File: src/rtl/complex_mul_pkg.sv
// Shared defaults and helpers for the pipelined complex multiplier.
// Saturation is enabled by defining CMUL_SAT_EN; otherwise results wrap.
package complex_mul_pkg;

    localparam int CMUL_DATA_W  = 16;
    localparam int CMUL_TW_W    = 16;
    localparam int CMUL_FRAC    = 8;
    localparam int CMUL_OUT_W   = 17;
    localparam int CMUL_LATENCY = 3;

    // Half an output LSB, added before the arithmetic shift for round-half-up.
    function automatic logic [63:0] round_const(input int frac);
        return 64'd1 << (frac - 1);
    endfunction

endpackage

File: src/rtl/cmul_round_sat.sv
// Round-half-up, scale by 2^-FRAC and narrow one result component.
// With CMUL_SAT_EN the component clamps to the OUT_W range, otherwise it wraps.
module cmul_round_sat
    import complex_mul_pkg::*;
#(
    parameter int IN_W  = CMUL_DATA_W + CMUL_TW_W + 1,
    parameter int FRAC  = CMUL_FRAC,
    parameter int OUT_W = CMUL_OUT_W
) (
    input  logic signed [IN_W-1:0]  din,
    output logic signed [OUT_W-1:0] dout,
    output logic                    clamped
);

    localparam int EXT_W = IN_W + 1;
    localparam logic signed [EXT_W-1:0] RND = EXT_W'(round_const(FRAC));

    logic signed [EXT_W-1:0] rounded;
    logic signed [EXT_W-1:0] scaled;

    // One guard bit keeps the rounding add from overflowing at the extremes.
    assign rounded = EXT_W'(din) + RND;
    assign scaled  = rounded >>> FRAC;

`ifdef CMUL_SAT_EN
    localparam logic signed [EXT_W-1:0] MAX_V = EXT_W'((64'd1 << (OUT_W - 1)) - 64'd1);
    localparam logic signed [EXT_W-1:0] MIN_V = ~MAX_V;

    always_comb begin
        dout    = scaled[OUT_W-1:0];
        clamped = 1'b0;
        if (scaled > MAX_V) begin
            dout    = MAX_V[OUT_W-1:0];
            clamped = 1'b1;
        end else if (scaled < MIN_V) begin
            dout    = MIN_V[OUT_W-1:0];
            clamped = 1'b1;
        end
    end
`else
    logic unused_hi;

    assign dout      = scaled[OUT_W-1:0];
    assign clamped   = 1'b0;
    assign unused_hi = ^scaled[EXT_W-1:OUT_W];
`endif

endmodule

File: src/rtl/complex_mul_pipe.sv
// Three-stage pipelined complex multiplier with a global valid/ready stall.
// Define CMUL_SAT_EN to clamp out-of-range results and report them on sat.
module complex_mul_pipe
    import complex_mul_pkg::*;
#(
    parameter int DATA_W = CMUL_DATA_W,
    parameter int TW_W   = CMUL_TW_W,
    parameter int FRAC   = CMUL_FRAC,
    parameter int OUT_W  = CMUL_OUT_W
) (
    input  logic                     clk,
    input  logic                     rst,
    input  logic                     in_valid,
    output logic                     in_ready,
    input  logic signed [DATA_W-1:0] in_re,
    input  logic signed [DATA_W-1:0] in_im,
    input  logic signed [TW_W-1:0]   w_re,
    input  logic signed [TW_W-1:0]   w_im,
    input  logic                     conj,
    output logic                     out_valid,
    input  logic                     out_ready,
    output logic signed [OUT_W-1:0]  out_re,
    output logic signed [OUT_W-1:0]  out_im,
    output logic                     sat
);

    localparam int PW = DATA_W + TW_W;
    localparam int SW = PW + 1;

    logic advance;

    logic                     s1_valid;
    logic signed [DATA_W-1:0] s1_re;
    logic signed [DATA_W-1:0] s1_im;
    logic signed [TW_W-1:0]   s1_wre;
    logic signed [TW_W-1:0]   s1_wim;
    logic                     s1_conj;

    logic                 s2_valid;
    logic signed [PW-1:0] p_rr;
    logic signed [PW-1:0] p_ii;
    logic signed [PW-1:0] p_ri;
    logic signed [PW-1:0] p_ir;
    logic                 s2_conj;

    logic signed [SW-1:0]    sum_re;
    logic signed [SW-1:0]    sum_im;
    logic signed [OUT_W-1:0] rs_re;
    logic signed [OUT_W-1:0] rs_im;
    logic                    cl_re;
    logic                    cl_im;

    // Every stage moves together, so a held output freezes the whole pipe.
    assign advance  = !out_valid || out_ready;
    assign in_ready = advance;

    always_ff @(posedge clk or posedge rst) begin
        if (rst) begin
            s1_valid <= 1'b0;
            s1_re    <= '0;
            s1_im    <= '0;
            s1_wre   <= '0;
            s1_wim   <= '0;
            s1_conj  <= 1'b0;
        end else if (advance) begin
            s1_valid <= in_valid;
            s1_re    <= in_re;
            s1_im    <= in_im;
            s1_wre   <= w_re;
            s1_wim   <= w_im;
            s1_conj  <= conj;
        end
    end

    // Products use the raw twiddle; conjugation is folded into the S3 add/sub
    // so negating the most-negative w_im never needs an extra bit here.
    always_ff @(posedge clk or posedge rst) begin
        if (rst) begin
            s2_valid <= 1'b0;
            p_rr     <= '0;
            p_ii     <= '0;
            p_ri     <= '0;
            p_ir     <= '0;
            s2_conj  <= 1'b0;
        end else if (advance) begin
            s2_valid <= s1_valid;
            p_rr     <= PW'(s1_re) * PW'(s1_wre);
            p_ii     <= PW'(s1_im) * PW'(s1_wim);
            p_ri     <= PW'(s1_re) * PW'(s1_wim);
            p_ir     <= PW'(s1_im) * PW'(s1_wre);
            s2_conj  <= s1_conj;
        end
    end

    always_comb begin
        if (s2_conj) begin
            sum_re = SW'(p_rr) + SW'(p_ii);
            sum_im = SW'(p_ir) - SW'(p_ri);
        end else begin
            sum_re = SW'(p_rr) - SW'(p_ii);
            sum_im = SW'(p_ri) + SW'(p_ir);
        end
    end

    cmul_round_sat #(
        .IN_W  (SW),
        .FRAC  (FRAC),
        .OUT_W (OUT_W)
    ) u_round_re (
        .din     (sum_re),
        .dout    (rs_re),
        .clamped (cl_re)
    );

    cmul_round_sat #(
        .IN_W  (SW),
        .FRAC  (FRAC),
        .OUT_W (OUT_W)
    ) u_round_im (
        .din     (sum_im),
        .dout    (rs_im),
        .clamped (cl_im)
    );

    always_ff @(posedge clk or posedge rst) begin
        if (rst) begin
            out_valid <= 1'b0;
            out_re    <= '0;
            out_im    <= '0;
            sat       <= 1'b0;
        end else if (advance) begin
            out_valid <= s2_valid;
            out_re    <= rs_re;
            out_im    <= rs_im;
            sat       <= cl_re | cl_im;
        end
    end

endmodule

File: config.mk
export PLATFORM = sky130hd
export DESIGN_NAME = complex_mul_pipe
export DESIGN_NICKNAME = d
export VERILOG_FILES = /design/src/rtl/complex_mul_pkg.sv /design/src/rtl/cmul_round_sat.sv /design/src/rtl/complex_mul_pipe.sv
export SDC_FILE = /design/constraint.sdc
export NUM_CORES = 2
export LEC_CHECK = 0
export CAP_MARGIN = 20
export CORE_MARGIN = 3
export CORE_UTILIZATION = 30
export CTS_CLUSTER_SIZE = 28
export DETAILED_ROUTE_END_ITERATION = 6
export SLEW_MARGIN = 20
export SYNTH_ARGS = -nofsm -noshare
export SYNTH_HDL_FRONTEND = slang
export SYNTH_SLANG_ARGS = --single-unit
File: constraint.sdc
create_clock -name clk -period 10.2 [get_ports clk]
set_input_delay 2.55 -clock clk [delete_from_list [all_inputs] [get_ports clk]]
set_output_delay 2.55 -clock clk [all_outputs]
set_load 0.02 [all_outputs]
==> summary.md <==
| Metric | Value |
|---|---|
| Synth Flop Type | dfrtp_1 |
| Width of the die | approximately 380 µm |
| Fraction of synthesis flops using an asynchronous set or reset pin | 100.0% |
| Signal arrival time at the worst endpoint | slightly below 8 ns |
| DRC marker count from the first detailed-route iteration | between 1500 and 2000 |
| Routability-driven placement congestion ratio | around 0.86 |
| Largest buffer count on any clock path | 3 |
| Residual DRC count | 0 |
| All-Layer GR Usage | between 15 and 20% |
| Tightest Pin Transition | ~1.1 ns |
| Height of the die | 384.4 µm |
| Die outline area | about 150000 µm² |
| Gate count of the mapped netlist | roughly 5000 |
| Post-Synthesis Net Count | just over 6000 |
| Layout cells sized above 1 | about 3% |
| Multi-input gate area in the final layout | about 33000 µm² |
| Number of I/O pins | 106 |
| Most common cell after layout, fill and taps aside | inv_1 |
| Hold Path Class | flop to flop |
| Setup Crit Path Kind | flop to flop |
| Ratio of final minimum period to clock period | between 70% and 80% |
| Largest clock skew in the final design | between 0.02 and 0.03 ns |
| Post-synth cell types | 75 |
| First-pass iteration count of the detailed router | 5 |
| Max transition margin | between 20% and 30% |
| CTS root buffer | clkbuf_16 |
| Reg clk slew, reported paths | approximately 0.060 ns |
| Time the worst path needs with I/O delays and setup | around 7.4 ns |
| Number of rows in the core area | 138 |
| EDFF count, synth | 0 |
| Sequential cell area | between 5000 and 6000 µm² |
| Diode count | 0 |
| Post-CTS Setup Bufs | 0 |
| Initial cell density of the core | 30.27% |
| Top fanout value on the critical path | 18 |
| Area growth, synth to finish | 9.310% |
| Endpoint type of the worst setup path | flop |
| CTS HTree Levels | 1 |
| Post-CTS resize count | 0 |
| TritonCTS clock tree | done |
| Global-route wire length before repair | ~190 mm |
| Final total negative setup slack | 0 ns |
| Antenna violations before repair | 3 |
| Detail Route Antenna Nets | 0 |
| Max-slew violation total from the final report | 0 |
| Final routed wirelength across all metal layers | between 100 and 150 mm |
| IO buf count | around 100 |
| Average wire per cell in the routed design | roughly 17 µm |
| Hold Fails Final Rpt | 0 |
| CORE AREA | 141900 µm² |
| Number of setup violations in the final report | 0 |
| Top library cells by usage in the layout, fill and taps aside | inv_1, fa_1, nand2_1, and2_1, ha_1 |
| Critical Path Start Type | flop |
| Estimated wirelength of the detail-placed design | ~88 mm |
| MaxCap Viol Count | 0 |
| Number of warnings issued by yosys | 0 |
| Largest net degree at the start of global routing | 127 |
| Via count of the first global-routing pass | approximately 34000 |
| Register bit count reported by yosys | roughly 200 |
| Maximum operating frequency | 135.8 MHz |
| Endpoint required time on the critical path | around 11 ns |
| Post-synth design cell area | roughly 43000 µm² |
| Average cell area after synthesis | just under 9 µm² |
| Global route overflow | 0 |
| Total number of vias | between 30000 and 40000 |
| Clock Latency Late Sink | around 0.63 ns |
| Final-layout fill cell count | roughly 15000 |
| Register area share after synthesis | roughly an eighth |
| Result of the run | complete, no violations |
| Final nets | 6118 |
| Cts bufs inserted | 28 |
| Clk sinks | roughly 200 |
| # hold bufs at CTS | 0 |
| Via density per instance | about 4.6 |
| RSZ-0062 raised after global routing | false |
==> kinds of logic after synthesis <==
family                   share of synthesized area, %
adder cells (fa/ha/maj)                         46.98
multiplexers                                   0.1223
buffers and inverters                           11.00
flip-flops                                      11.82
AO/OA/AOI/OAI                                   5.705
XOR/XNOR                                        5.548
AND/OR/NAND/NOR                                 18.81
other                                        0.008728
==> per-layer routing <==
layer / track usage (%) / up-vias / routed length [µm]
met5: 0 / - / 0
li1: - / 14678 / -
met3: 2.450 / 102 / 6487
met1: 23.61 / 16131 / 55330
met4: 2.667 / 0 / 2101
met2: 24.86 / 741 / 49360
==> critical path: stages (launching register included) <==
cell and delay, ns:
dfrtp_1 0.80, buf_4 0.38, nand2_1 0.13, fa_1 0.53, fa_1 0.51, fa_1 0.51
inv_1 0.05, fa_1 0.49, fa_1 0.49, inv_1 0.05, fa_1 0.47, inv_1 0.04
ha_1 0.30, or2_2 0.32, a21oi_1 0.20, a311oi_1 0.09, o21a_1 0.21, o21ai_0 0.55
a21oi_1 0.25, xnor2_1 0.68, a21oi_1 0.15
==> synth_stat cells (3+ instances only) <==
cell type	count	area, µm²
o21a_1	13	97.59
a31oi_1	17	106.4
nor2b_1	6	37.54
nor2_1	188	705.7
nand2b_1	33	206.5
and3_1	9	56.30
a31o_2	3	26.28
or4_1	6	45.04
o31ai_1	12	90.09
xor2_1	97	849.6
o2111ai_1	6	52.55
nor4_1	7	43.79
nand4_1	11	68.82
o21ai_0	91	455.4
and4_1	4	35.03
xnor2_1	170	1489
a21oi_1	166	830.8
o311ai_0	4	35.03
nor3_1	48	240.2
ha_1	346	4329
buf_1	7	26.28
fa_1	792	15860
mux2i_1	3	30.03
clkbuf_1	234	878.3
or3_1	13	81.33
nand2_1	788	2958
nor3b_1	6	45.04
a211o_1	9	78.83
o21bai_1	13	97.59
and2_1	491	3072
a211oi_1	7	52.55
o211ai_1	7	52.55
nand3_1	46	230.2
nand3b_1	7	52.55
or2_2	6	37.54
a21o_1	24	180.2
inv_1	1015	3810
and3b_1	3	26.28
dfrtp_1	203	5080
==> path summary, 6_finish.rpt <==
kind                        endpoint      start  slack [ns]  cells past startpoint
max reg2reg                 p_rr[21]  s1_wre[1]        2.84                     20
min in group asynchronous  s1_wim[2]        rst        2.44                      2
max                         p_rr[21]  s1_wre[1]        2.84                     20
max in group asynchronous  s1_wre[6]        rst        6.48                      3
min                          p_ir[0]    p_ir[0]        0.46                      2
min reg2reg                  p_ir[0]    p_ir[0]        0.46                      2
==> layout make-up <==
cell class,instances,area share [%]
Multi-Input combinational cell,3495,70.62
Sequential cell,203,10.83
Inverter,1015,8.144
Tap cell,1890,5.035
Timing Repair Buffer,168,3.266
Clock buffer,35,1.676
Clock inverter,16,0.4263
==> stage by stage <==
stage	area (µm²)	instances	setup WS, ns	util, %	hold WS, ns
global placement	45970	6771	3.015	32.39	0.4506
CTS	46960	6822	2.943	33.09	0.4678
detailed placement	45970	6771	2.966	32.39	0.4545
finish	46970	6822	2.839	33.09	0.4622
global route	46970	6822	2.312	33.09	0.4952
floorplan	42970	4956	2.111	-	0.4300
==> registers in the layout, summed over array words and instances, names as in the netlist <==
register,count
s1_wre,16
s1_re,16
s2_conj,1
out_re,17
p_rr,25
p_ri,25
s1_conj,1
out_valid,1
p_ii,25
s2_valid,1
p_ir,25
s1_valid,1
s1_wim,16
out_im,17
s1_im,16
Power is left out: the tool's default activity adds up to more than one toggle a clock period on the data nets, which glitch-free logic cannot reach.
